**config.mk**
```make
export PLATFORM = sky130hd
export DESIGN_NAME = alu_issue_arb
export DESIGN_NICKNAME = d
export VERILOG_FILES = /design/src/rtl/alu_issue_arb_pkg.sv /design/src/rtl/alu_issue_arb_rr_arb2.sv /design/src/rtl/alu_issue_arb.sv
export SDC_FILE = /design/constraint.sdc
export NUM_CORES = 1
export LEC_CHECK = 0
export CORE_AREA = 2 2 271 273
export DETAILED_ROUTE_END_ITERATION = 16
export DIE_AREA = 0 0 273 275
export PLACE_DENSITY = 0.4
export SLEW_MARGIN = 15
export SYNTH_ARGS = -nofsm -noshare
export SYNTH_HDL_FRONTEND = slang
export SYNTH_HIERARCHICAL = 1
export SYNTH_SLANG_ARGS = --single-unit
```
**constraint.sdc**
```tcl
create_clock -name clk -period 1.9 [get_ports clk]
set_input_delay 0.285 -clock clk [delete_from_list [all_inputs] [get_ports clk]]
set_output_delay 0.285 -clock clk [all_outputs]
set_load 0.02 [all_outputs]
```
**src/rtl/alu_issue_arb_pkg.sv**
```systemverilog
// Shared types and constants for the two-requester ALU issue arbiter.
package alu_issue_arb_pkg;

    // Operation fields presented to the shared ALU (request payload minus tag)
    localparam int ALU_OP_W  = 184;
    // Tag width used by the reference request layout below
    localparam int DEF_TAG_W = 4;

    localparam logic [5:0] OP_XO_X  = 6'd31;
    localparam logic [5:0] OP_B     = 6'd19;
    localparam logic [5:0] OP_I     = 6'd18;
    localparam logic [5:0] OP_D     = 6'd14;
    localparam logic [5:0] OP_DS_LD = 6'd58;
    localparam logic [5:0] OP_DS_ST = 6'd62;

    typedef struct packed {
        logic [5:0]  opcode;
        logic [9:0]  xox;
        logic [8:0]  xoxo;
        logic        aa;
        logic [15:0] si;
        logic [13:0] ds;
        logic [63:0] rs_val;
        logic [63:0] rt_val;
    } alu_op_t;

    // Full request payload: operation fields on top, tag in the low bits.
    // The top module slices its TAG_W-wide ports with the same layout.
    typedef struct packed {
        alu_op_t              op;
        logic [DEF_TAG_W-1:0] tag;
    } alu_req_t;

    typedef enum logic [1:0] {
        ST_IDLE,
        ST_EXEC,
        ST_RESP
    } arb_state_e;

    typedef struct packed {
        logic [63:0] result;
        logic        branch;
        logic        err;
    } alu_rsp_t;

    // Opcodes outside the supported set, or an XO-form with no extended opcode
    function automatic logic op_illegal(input alu_op_t op);
        logic known;
        known = (op.opcode == OP_XO_X)  || (op.opcode == OP_B)     ||
                (op.opcode == OP_I)     || (op.opcode == OP_D)     ||
                (op.opcode == OP_DS_LD) || (op.opcode == OP_DS_ST);
        return !known || (op.opcode == OP_XO_X && op.xox == '0 && op.xoxo == '0);
    endfunction

    // Shape the raw ALU outcome into the response fields
    function automatic alu_rsp_t form_rsp(input alu_op_t op, input logic [63:0] res,
                                          input logic br);
        alu_rsp_t r;
        r = '0;
        if (op_illegal(op)) begin
            r.err = 1'b1;
        end else begin
            r.result = res;
            if (op.opcode == OP_I)
                r.branch = 1'b1;          // unconditional branch
            else if (op.opcode == OP_B)
                r.branch = br;            // conditional: trust the ALU
        end
        return r;
    endfunction

endpackage

```
**src/rtl/alu_issue_arb_rr_arb2.sv**
```systemverilog
// Two-way round-robin grant. Pointer state lives in the caller; this block
// produces the one-hot grant and the pointer value to load on an update.
module rr_arb2 (
    input  logic [1:0] valid_i,
    input  logic       update_i,
    input  logic       ptr_i,     // requester currently holding priority
    output logic [1:0] grant_o,
    output logic       ptr_d_o
);

    // Contention goes to the pointer; a lone requester always wins
    assign grant_o = (valid_i == 2'b11) ? (ptr_i ? 2'b10 : 2'b01) : valid_i;

    // After a grant, priority passes to the other requester
    assign ptr_d_o = (update_i && (|grant_o)) ? ~grant_o[1] : ptr_i;

endmodule

```
**src/rtl/alu_issue_arb.sv**
```systemverilog
// Shares one external ALU between two requesters: round-robin accept, hold the
// operation for EXEC_CYCLES settle cycles, then present a response until taken.
module alu_issue_arb
    import alu_issue_arb_pkg::*;
#(
    parameter int EXEC_CYCLES = 1,
    parameter int TAG_W       = 4
) (
    input  logic                      clk,
    input  logic                      rst_n,
    input  logic [1:0]                req_valid,
    output logic [1:0]                req_ready,
    input  logic [ALU_OP_W+TAG_W-1:0] req0_pld,
    input  logic [ALU_OP_W+TAG_W-1:0] req1_pld,
    output logic [ALU_OP_W-1:0]       alu_pld,
    input  logic [63:0]               alu_result,
    input  logic                      alu_branch,
    output logic                      rsp_valid,
    input  logic                      rsp_ready,
    output logic                      rsp_id,
    output logic [TAG_W-1:0]          rsp_tag,
    output logic [63:0]               rsp_result,
    output logic                      rsp_branch,
    output logic                      rsp_err
);

    localparam int         PLD_W    = ALU_OP_W + TAG_W;
    localparam logic [3:0] LAST_CNT = 4'(EXEC_CYCLES - 1);

    arb_state_e            state_q, state_d;
    logic [3:0]            cnt_q, cnt_d;
    logic                  ptr_q, ptr_d;
    logic [1:0]            grant;
    logic                  grant_upd;
    logic                  exec_done;
    logic [1:0][PLD_W-1:0] req_pld;
    logic [PLD_W-1:0]      sel_pld;
    alu_op_t               op_q;
    logic [TAG_W-1:0]      tag_q;
    logic                  id_q;
    alu_rsp_t              rsp_q, rsp_d;

    assign req_pld = {req1_pld, req0_pld};
    assign sel_pld = req_pld[grant[1]];

    rr_arb2 u_rr (
        .valid_i  (req_valid),
        .update_i (grant_upd),
        .ptr_i    (ptr_q),
        .grant_o  (grant),
        .ptr_d_o  (ptr_d)
    );

    assign exec_done = (state_q == ST_EXEC) && (cnt_q == LAST_CNT);

    // Next state, settle counter and the combinational accept
    always_comb begin
        state_d   = state_q;
        cnt_d     = cnt_q;
        grant_upd = 1'b0;
        req_ready = 2'b00;
        case (state_q)
            ST_IDLE: begin
                if (rst_n && (|grant)) begin
                    req_ready = grant;
                    grant_upd = 1'b1;
                    cnt_d     = '0;
                    state_d   = ST_EXEC;
                end
            end
            ST_EXEC: begin
                if (exec_done) begin
                    cnt_d   = '0;
                    state_d = ST_RESP;
                end else begin
                    cnt_d = cnt_q + 4'd1;
                end
            end
            ST_RESP: begin
                // No bypass: a new request is only considered back in IDLE
                if (rsp_ready)
                    state_d = ST_IDLE;
            end
            default: state_d = ST_IDLE;
        endcase
    end

    // FSM state, counter and priority pointer registers
    always_ff @(posedge clk or negedge rst_n) begin
        if (!rst_n) begin
            state_q <= ST_IDLE;
            cnt_q   <= '0;
            ptr_q   <= 1'b0;
        end else begin
            state_q <= state_d;
            cnt_q   <= cnt_d;
            ptr_q   <= ptr_d;
        end
    end

    // Latch the granted operation; it drives the ALU until the next grant
    always_ff @(posedge clk or negedge rst_n) begin
        if (!rst_n) begin
            op_q  <= '0;
            tag_q <= '0;
            id_q  <= 1'b0;
        end else if (grant_upd) begin
            op_q  <= alu_op_t'(sel_pld[PLD_W-1 -: ALU_OP_W]);
            tag_q <= sel_pld[TAG_W-1:0];
            id_q  <= grant[1];
        end
    end

    assign rsp_d = form_rsp(op_q, alu_result, alu_branch);

    // Capture the ALU outcome on the final settle cycle only
    always_ff @(posedge clk or negedge rst_n) begin
        if (!rst_n)
            rsp_q <= '0;
        else if (exec_done)
            rsp_q <= rsp_d;
    end

    assign alu_pld    = op_q;
    assign rsp_valid  = (state_q == ST_RESP);
    assign rsp_id     = id_q;
    assign rsp_tag    = tag_q;
    assign rsp_result = rsp_q.result;
    assign rsp_branch = rsp_q.branch;
    assign rsp_err    = rsp_q.err;

endmodule

```
# Word level (Yosys, flattened, before mapping)
# Cells that the tools add are included.
[word_totals]
ff_bits = 262
inputBits = 446
out_inout_bits = 258
wordCells = 70
[op_classes]
addsub = 1
order_cmp = 1
n_eq_ne = 12
muxes = 19
bitwise = 1
reduce_logical = 20
[op_table]
columns = ["cell", "n"]
rows = [
  ["$mux 188", 2],
  ["$mux 65", 1],
  ["$eq 6x5->1 const B", 3],
  ["$mux 2", 7],
  ["$eq 6x6->1 const B", 2],
  ["$logic_not 10->1", 1],
  ["$logic_not 9->1", 1],
  ["$mux 4", 2],
  ["$pmux 4 s2", 1],
  ["$eq 6x4->1 const B", 1],
  ["$logic_or 1x1->1", 6],
  ["$pmux 2 s3", 1],
  ["$logic_and 1x1->1", 5],
  ["$mux 1", 5],
  ["$add 4x1->4 const B", 1],
  ["$eq 2x2->1 const B", 2],
  ["$logic_not 4->1", 1],
  ["$ne 2x2->1 const B", 2],
  ["$reduce_and 3->1", 1],
  ["$eq 2x1->1 const B", 1],
  ["$logic_not 2->1", 1],
  ["$lt 1x2->1 const B", 1],
  ["$ne 2x1->1 const B", 1],
  ["$reduce_and 2->1", 1],
  ["other kinds (4)", 4],
]

# Depth between registers and ports, before layout
# Gate-level depths: netlist (run 1).
[depth]
word_depth = 9
depth_mapped = 10
mapped_depth_nobuf = 6

# Modules after synthesis
# Netlist (run 1), hierarchy kept.
[by_module_without_submodules]
columns = ["mod", "instances", "cells_per_inst", "area_per_inst_um2", "seq_area_each_um2"]
rows = [
  ["alu_issue_arb", 1, 1173, 12286.8, 6556.3],
  ["rr_arb2", 1, 5, 30.0, 0.0],
]

# Least setup slack after synthesis (run 1)
# OpenSTA, ideal clock, no wires.
[synth_timing]
path_type = "flip-flop to flip-flop"
startpoint = "register cnt_q[0]"
endpoint = "register rsp_q, in the netlist rsp_result[19]"
setup_time_ps = 130
t_arrival_ps = 1755
required_ps = 1770
path_slack_ps = 15
stages_incl_launch_ff = 10
synth_period_minus_slack_ps = 1885
path_cell_list = "dfrtp_1 inv_1 ha_1 or3b_1 or2_1 clkbuf_1 buf_6 clkbuf_1 nand2_1 o31ai_2"
[synth_between]
elab_chain_len = 2
[synth_rtl]
columns = ["element", "line", "rtl"]
rows = [
  ["start: declaration", "alu_issue_arb.sv:31", "logic [3:0] cnt_q, cnt_d;"],
  ["start signal: assignment", "alu_issue_arb.sv:96", "cnt_q <= cnt_d;"],
  ["$logic_not 4->1", "alu_issue_arb.sv:54", "assign exec_done = (state_q == ST_EXEC) && (cnt_q == LAST_CNT);"],
  ["$logic_and 1x1->1", "alu_issue_arb.sv:54", ""],
  ["end signal: assignment", "alu_issue_arb.sv:121", "rsp_q <= rsp_d;"],
  ["end: declaration", "alu_issue_arb.sv:41", "alu_rsp_t rsp_q, rsp_d;"],
]
# Every way passes these cells.
# A chain may end at the register's enable or synchronous reset.

# Worst setup path in the final report (run 1)
[layout_timing]
startpoint = "register op_q, in the netlist alu_pld[166]"
endpoint = "register rsp_q, in the netlist rsp_result[23]"
[layout_between]
elab_chain_len = 4
[layout_rtl]
columns = ["element", "line", "rtl"]
rows = [
  ["start: declaration", "alu_issue_arb.sv:38", "alu_op_t op_q;"],
  ["start signal: assignment", "alu_issue_arb.sv:108", "op_q <= alu_op_t'(sel_pld[PLD_W-1 -: ALU_OP_W]);"],
  ["$logic_not 9->1", "alu_issue_arb_pkg.sv:52", "return !known || (op.opcode == OP_XO_X && op.xox == '0 && op.xoxo == '0);"],
  ["$logic_and 1x1->1", "alu_issue_arb_pkg.sv:52", ""],
  ["$logic_or 1x1->1", "alu_issue_arb_pkg.sv:52", ""],
  ["$mux 65", "alu_issue_arb_pkg.sv:60", "if (op_illegal(op)) begin"],
]
# Every way passes these cells.

==> flow_metrics.env, run 1 <==
export IMPL_synth_seq_area_share_pct=53.2
export IMPL_vias_per_cell=4.00
export IMPL_critPathKind="reg -> reg"
export IMPL_final_antenna_net_count=0
export IMPL_yosys_area_top_type_share_pct=53.2
export IMPL_multi_input_area_um2=5590
export IMPL_io_pins=704
export IMPL_drtIter0Drc=372
export IMPL_gr_usage_all_layers_pct=14.7
export IMPL_crit_fanout=8
export IMPL_worst_slew_pin_slew_ps=860
export IMPL_yosysMostFrequentCell="dfrtp_1"
export IMPL_grt_pass1_wl_mm=82.7
export IMPL_synth_top_cell_by_area="dfrtp_1"
export IMPL_synth_common_cells="dfrtp_1 (262), nand2_1 (259), o21ai_0 (194), mux2i_1 (188), clkbuf_1 (55)"
export IMPL_dieArea_um2=75100
export IMPL_arrival_ps=2430
export IMPL_root_buffer="clkbuf_16"
export IMPL_critPathLaunchType="flip-flop"
export IMPL_rsz0062_at_grt="yes"
export IMPL_start_util_pct=17.0
export IMPL_port_buffers=703
export IMPL_clock_tree_htree_level_count=2
export IMPL_syn_area_per_cell_um2=10.5
export IMPL_clk_pin_slew_worst_paths_ps=60
export IMPL_dp_hpwl_mm=43.8
export IMPL_drive_above_1_share_pct=14.7
export IMPL_worst_ep_required_time_ps=2320
export IMPL_wire_per_inst_um=20.3
export IMPL_violations="negative setup slack"
export IMPL_rows=99
export IMPL_postLayoutSetupSlackWorst_ps=-111
export IMPL_n_fill_cell=7460
export IMPL_cts_buffer_depth=3
export IMPL_die_y_um=275
export IMPL_drcViolationCount=0
export IMPL_core_um2=72300
export IMPL_gp_congestion=0.804
export IMPL_synth_nets=1626
export IMPL_antenna_found_initial=8
export IMPL_grt_pass1_vias=12364
export IMPL_async_flop_share_pct=100
export IMPL_numCtsBuffers=37
export IMPL_vdd_drop_max_v=0.000699
export IMPL_synthFlopType="dfrtp_1"
export IMPL_clock_skew_ps=17.7
export IMPL_grt_max_degree=113
export IMPL_slew_limit_headroom_pct=42.7
export IMPL_clk_latency_ps=550
export IMPL_leakage_nw=9.79
export IMPL_die_w_um=273
export IMPL_routed_wl_mm=59.5
export IMPL_drv_slew=0
export IMPL_overflow=0
export IMPL_finalHoldViolations=0
export IMPL_dr_pass1_iters=6
export IMPL_synth_area_leaders="dfrtp_1 (53%), mux2i_1 (15%), nand2_1 (7.9%)"
export IMPL_placed_cell_area_um2=21000
export IMPL_clkSinkCount=262
export IMPL_area_growth_pct=88.5
export IMPL_synth_warnings=6
export IMPL_synth_edf_count=0
export IMPL_fin_nets=2388
export IMPL_final_min_clock_period_ps=2010
export IMPL_synthCells=1178
export IMPL_synth_cell_area_um2=12300
export IMPL_synth_seq_cells=262
export IMPL_finalSetupTns_ps=-2500
export IMPL_num_vias=11724
export IMPL_drv_cap=0
export IMPL_fmax_mhz=497
export IMPL_final_seq_area_um2=6560
export IMPL_power_density_nw_per_um2=1440
export IMPL_setup_viol=57
export IMPL_final_cell_area_um2=23200
export IMPL_synth_distinct_cells=46
export IMPL_endpoint_kind="flip-flop"
export IMPL_cts_tree="yes"
export IMPL_fin_crit_sh_pct=106
export IMPL_hp_class="in -> async"
export IMPL_status="finished with violations"
## layout by cell type, fill, tap and decap left out, drive strengths merged, types with 2 or more instances in the layout
cell,netlist,layout
dfrtp,262,262
and3,2,2
clkinv,0,2
mux2i,188,188
nand2,259,259
nand2b,2,2
dlygate4sd2,0,43
a21boi,2,2
or4,3,3
diode,0,8
o2111ai,33,33
a21oi,2,2
nand3,32,32
clkinvlp,0,3
dlymetal6s2s,0,5
nor2b,2,2
buf,46,118
xnor2,2,2
ha,2,2
clkdlybuf4s50,0,649
nor4,2,2
o31ai,32,32
o21ai,224,224
nor2,5,5
inv,7,7
clkbuf,56,66
nand4,2,2
## critical path, stage by stage, from the launching register on
cell	delay, ps
dfrtp_1	400
or4_4	530
nor4_4	270
buf_4	160
buf_12	120
buf_12	120
buf_12	110
buf_12	100
o21ai_1	60
## report_power, final
part           internal (mW)  switching [mW]
logic                   7.81            9.28
clock network           4.08            2.71
registers               8.01            1.44
## timing repair
item	CTS	global route
setup buffers	16	14
pin swaps	24	35
cloned	6	10
hold endpoints to repair	159	0
resized for setup	89	151
endpoints found under the setup margin	111	136
hold buffers	1	0
## path summary, 6_finish.rpt
check | from | end | slack [ps] | cells after the start
worst min-delay path | rst_n | alu_pld[54] | 160 | 2
worst max-delay path | alu_pld[166] | rsp_result[23] | -110 | 8
max in group asynchronous | rst_n | rsp_result[46] | 520 | 4
worst max register to register | alu_pld[166] | rsp_result[23] | -110 | 8
min in group clk | alu_result[3] | rsp_result[3] | 330 | 3
worst min register to register | rsp_result[6] | rsp_result[6] | 470 | 2
## layer usage
| layer | up-vias | GRT usage, % | part of all wire (%) |
|---|---|---|---|
| li1 | 5685 | - | - |
| met1 | 5581 | 17.0 | 40 |
| met2 | 372 | 26.2 | 52 |
| met3 | 84 | 3.91 | 6.2 |
| met4 | 2 | 5.34 | 2.6 |
| met5 | - | 0 | 0.022 |
## cell type report
cell class	count	share of cell area [%]
diodes	8	0.0862
multi-input cells	807	24.1
clock buffers	57	4.88
clock inverters	5	0.146
flip-flops and latches	262	28.3
repair buffers	825	37.3
inverters	7	0.129
well taps	959	5.17
## flip-flops by register name, summed over array words and instances (netlist names)
register and count:
alu_pld 184, cnt_q 4, ptr_q 1, rsp_branch 1, rsp_err 1, rsp_id 1, rsp_result 64, rsp_tag 4
state_q 2
## cells by family (layout without fill, tap and decap cells)
| group | count (synthesis) | after routing | synth area share (%) |
|---|---|---|---|
| adder cells (fa/ha/maj) | 2 | 2 | 0.203 |
| multiplexers | 188 | 188 | 15.3 |
| AND/OR/NAND/NOR | 316 | 316 | 10.7 |
| buffers and inverters | 109 | 894 | 4.53 |
| other | 0 | 8 | 0 |
| AO/OA/AOI/OAI | 299 | 299 | 15.9 |
| flip-flops | 262 | 262 | 53.2 |
| XOR/XNOR | 2 | 2 | 0.142 |
## stage by stage
| step | setup slack, ps | std cells | util, % | hold slack [ps] | total power [mW] |
|---|---|---|---|---|---|
| detailed placement | -483 | 2827 | 29.1 | 105 | 25.8 |
| finish | -111 | 2930 | 32.1 | 157 | 33.3 |
| floorplan | 15.0 | 1178 | - | -10.6 | 16.7 |
| global route | -213 | 2929 | 32.1 | 148 | 35.4 |
| CTS | -147 | 2910 | 31.2 | 111 | 32.8 |
| global placement | -478 | 2827 | 29.1 | 107 | 25.7 |
No activity file was read; power rests on OpenSTA's default activity.
==> run 2, diff against run 1 <==
ABC_CLOCK_PERIOD_IN_PS = 1900   (was unset)
==> results of run 2 <==
Final layout, timing and power as in run 1 (identical DEF).
==> run 3, diff against run 2 <==
CORE_AREA = 2 2 270 272   (was 2 2 271 273)
CTS_BUF_LIST = sky130_fd_sc_hd__clkbuf_8   (was unset)
DIE_AREA = 0 0 272 274   (was 0 0 273 275)
DONT_BUFFER_PORTS = 1   (was unset)
PLACE_DENSITY = 0.3   (was 0.4)
==> run 3 against run 2 <==
Critical path depth decreased by 3. The run ends with negative hold slack, negative setup slack left. First-iteration DRC count down 2.4%. Largest cell class is now flip-flops and latches. Critical endpoint is now req_ready[1]. Cell area is 11% lower. Clock power down 16%. Sequential share of layout area up 3.6 points.
==> flow_metrics.env, run 3 (synthesized netlist as in run 1, its figures left out) <==
export IMPL_status="finished with violations"
export IMPL_violations="negative hold slack, negative setup slack"
export IMPL_postLayoutSetupSlackWorst_ps=-96.1
export IMPL_multi_input_area_um2=5840
export IMPL_critPathLaunchType="flip-flop"
export IMPL_finalSetupTns_ps=-1660
export IMPL_final_min_clock_period_ps=2000
export IMPL_clock_skew_ps=22.4
export IMPL_num_vias=11096
export IMPL_cts_tree="yes"
export IMPL_critPathKind="reg -> out"
export IMPL_drive_above_1_share_pct=18.3
export IMPL_clk_latency_ps=620
export IMPL_drv_slew=0
export IMPL_fmax_mhz=501
export IMPL_fin_util_pct=28.6
export IMPL_vdd_drop_max_v=0.000631
export IMPL_clk_pin_slew_worst_paths_ps=60
export IMPL_area_growth_pct=67.1
export IMPL_dieArea_um2=74500
export IMPL_layout_common_cells="dlygate4sd3_1 (434), dfrtp_1 (261), nand2_1 (258)"
export IMPL_dp_hpwl_mm=33.8
export IMPL_finalNonFillerCells=2678
export IMPL_cpMaxStageDelayCell="dfrtp_1"
export IMPL_final_antenna_net_count=0
export IMPL_overflow=0
export IMPL_worstPathCellList="inv_2 -> a21boi_4 -> buf_16 -> and3_4 -> buf_6"
export IMPL_grt_pass1_wl_mm=75.0
export IMPL_hold_buffers=434
export IMPL_clkPwrFrac_pct=20.5
export IMPL_crit_fanout=4
export IMPL_dr_pass1_iters=5
export IMPL_hp_class="in -> async"
export IMPL_drtIter0Drc=363
export IMPL_p_seq_share_pct=46.0
export IMPL_worst_ep_required_time_ps=1620
export IMPL_dp_cells=2113
export IMPL_die_y_um=274
export IMPL_power_density_nw_per_um2=1360
export IMPL_gr_usage_all_layers_pct=13.2
export IMPL_power_switching_mw=12.7
export IMPL_max_stage_delay_ps=360
export IMPL_endpoint_kind="output port"
export IMPL_fin_crit_sh_pct=105
export IMPL_internal_power_mw=15.3
export IMPL_numCtsBuffers=52
export IMPL_slew_limit_headroom_pct=54.7
export IMPL_worst_slew_pin_slew_ps=680
export IMPL_grt_max_degree=266
export IMPL_cts_buffer_depth=3
export IMPL_grt_pass1_vias=11637
export IMPL_clock_tree_htree_level_count=2
export IMPL_rows=99
export IMPL_fin_nets=2128
export IMPL_p_total_mw=28.0
export IMPL_worst_hold_slack_ps=-617
export IMPL_n_fill_cell=7507
export IMPL_io_pins=704
export IMPL_port_buffers=0
export IMPL_vias_per_cell=4.14
export IMPL_p_sw_share_pct=45.3
export IMPL_layout_commonest_cell="dlygate4sd3_1"
export IMPL_gp_congestion=0.843
export IMPL_rsz0062_at_grt="yes"
export IMPL_antenna_found_initial=3
export IMPL_routed_wl_mm=53.6
export IMPL_finalHoldViolations=262
export IMPL_final_seq_area_um2=6560
export IMPL_die_w_um=272
export IMPL_clkSinkCount=262
export IMPL_setup_viol=51
export IMPL_wire_per_inst_um=20.0
export IMPL_pwr_share_comb_pct=33.5
export IMPL_core_um2=72000
export IMPL_arrival_ps=1710
export IMPL_drcViolationCount=0
export IMPL_start_util_pct=17.1
export IMPL_root_buffer="clkbuf_8"
export IMPL_path_buf_inv=3
export IMPL_drv_cap=0
export IMPL_leakage_nw=8.76
export IMPL_cp_top_family="flip-flops"
export IMPL_largest_reg_flops=184
[run 3: cell types whose count changed in the layout (fill, tap and decap cells not counted), moves of 24 or more]
| cell | change |
|---|---|
| clkdlybuf4s50_1 | -649 |
| dlygate4sd3_1 | +433 |
| o21ai_0 | +50 |
| o21ai_1 | -58 |
| clkbuf_16 | -35 |
| dlygate4sd2_1 | -43 |
| clkbuf_8 | +55 |
| o31ai_4 | +24 |
[run 3: worst paths after layout]
kind	start	endpoint	slack [ps]	cells after the start
worst min register to register	alu_pld[180]	alu_pld[180]	530	2
min in group clk	req0_pld[172]	alu_pld[168]	50	3
worst min-delay path	rst_n	alu_pld[147]	-620	0
worst max-delay path	ptr_q	req_ready[1]	-100	5
worst max register to register	alu_pld[162]	rsp_result[39]	-70	6
max in group asynchronous	rst_n	alu_pld[179]	1950	0
[run 3: worst register-to-register path, cell delays in order, from the launching register on]
cell	delay (ps)
dfrtp_1	370
or4_4	570
nor4_4	300
buf_4	170
buf_12	160
clkbuf_16	230
o31ai_4	60
[run 3: through the flow]
| step | worst slack, ps | cell area, um^2 |
|---|---|---|
| 3_5_place_dp | -154 | 13800 |
| 6_report | -96.1 | 20600 |
| 3_3_place_gp | -125 | 13800 |
| 4_1_cts | -193 | 19500 |
| 5_1_grt | -216 | 20600 |
| 2_1_floorplan | 15.0 | 12300 |
[run 3: area by class of cell]
type	instances	area share [%]
Sequential cell	262	31.9
Multi-Input combinational cell	807	28.4
Clock buffer	64	4.28
Tap cell	959	5.83
Inverter	7	0.128
Antenna cell	2	0.0243
Clock inverter	27	0.669
Timing Repair Buffer	550	28.8
[run 3: layer usage]
layer  GRT usage [%]  wire length [um]
met5               0                13
met4            5.38              1800
met3            3.71              3490
met2            23.2             27500
met1            15.1             20800
[run 3: timing repair]
item,in CTS,in global routing
pin swaps,3,63
resized for setup,22,111
gates cloned,5,16
buffers inserted,13,8
setup endpoints to repair,12,248
endpoints found under the hold margin,512,262
[run 3: power groups by stage]
stage | clock (mW) | combinational (mW) | sequential [mW]
finish | 5.72 | 9.38 | 12.9
global placement | 0 | 6.95 | 13.1
floorplan | 0 | 4.34 | 12.3
CTS | 6.05 | 8.17 | 13.0
detailed placement | 0 | 7.04 | 13.0
global route | 6.29 | 10.4 | 13.1
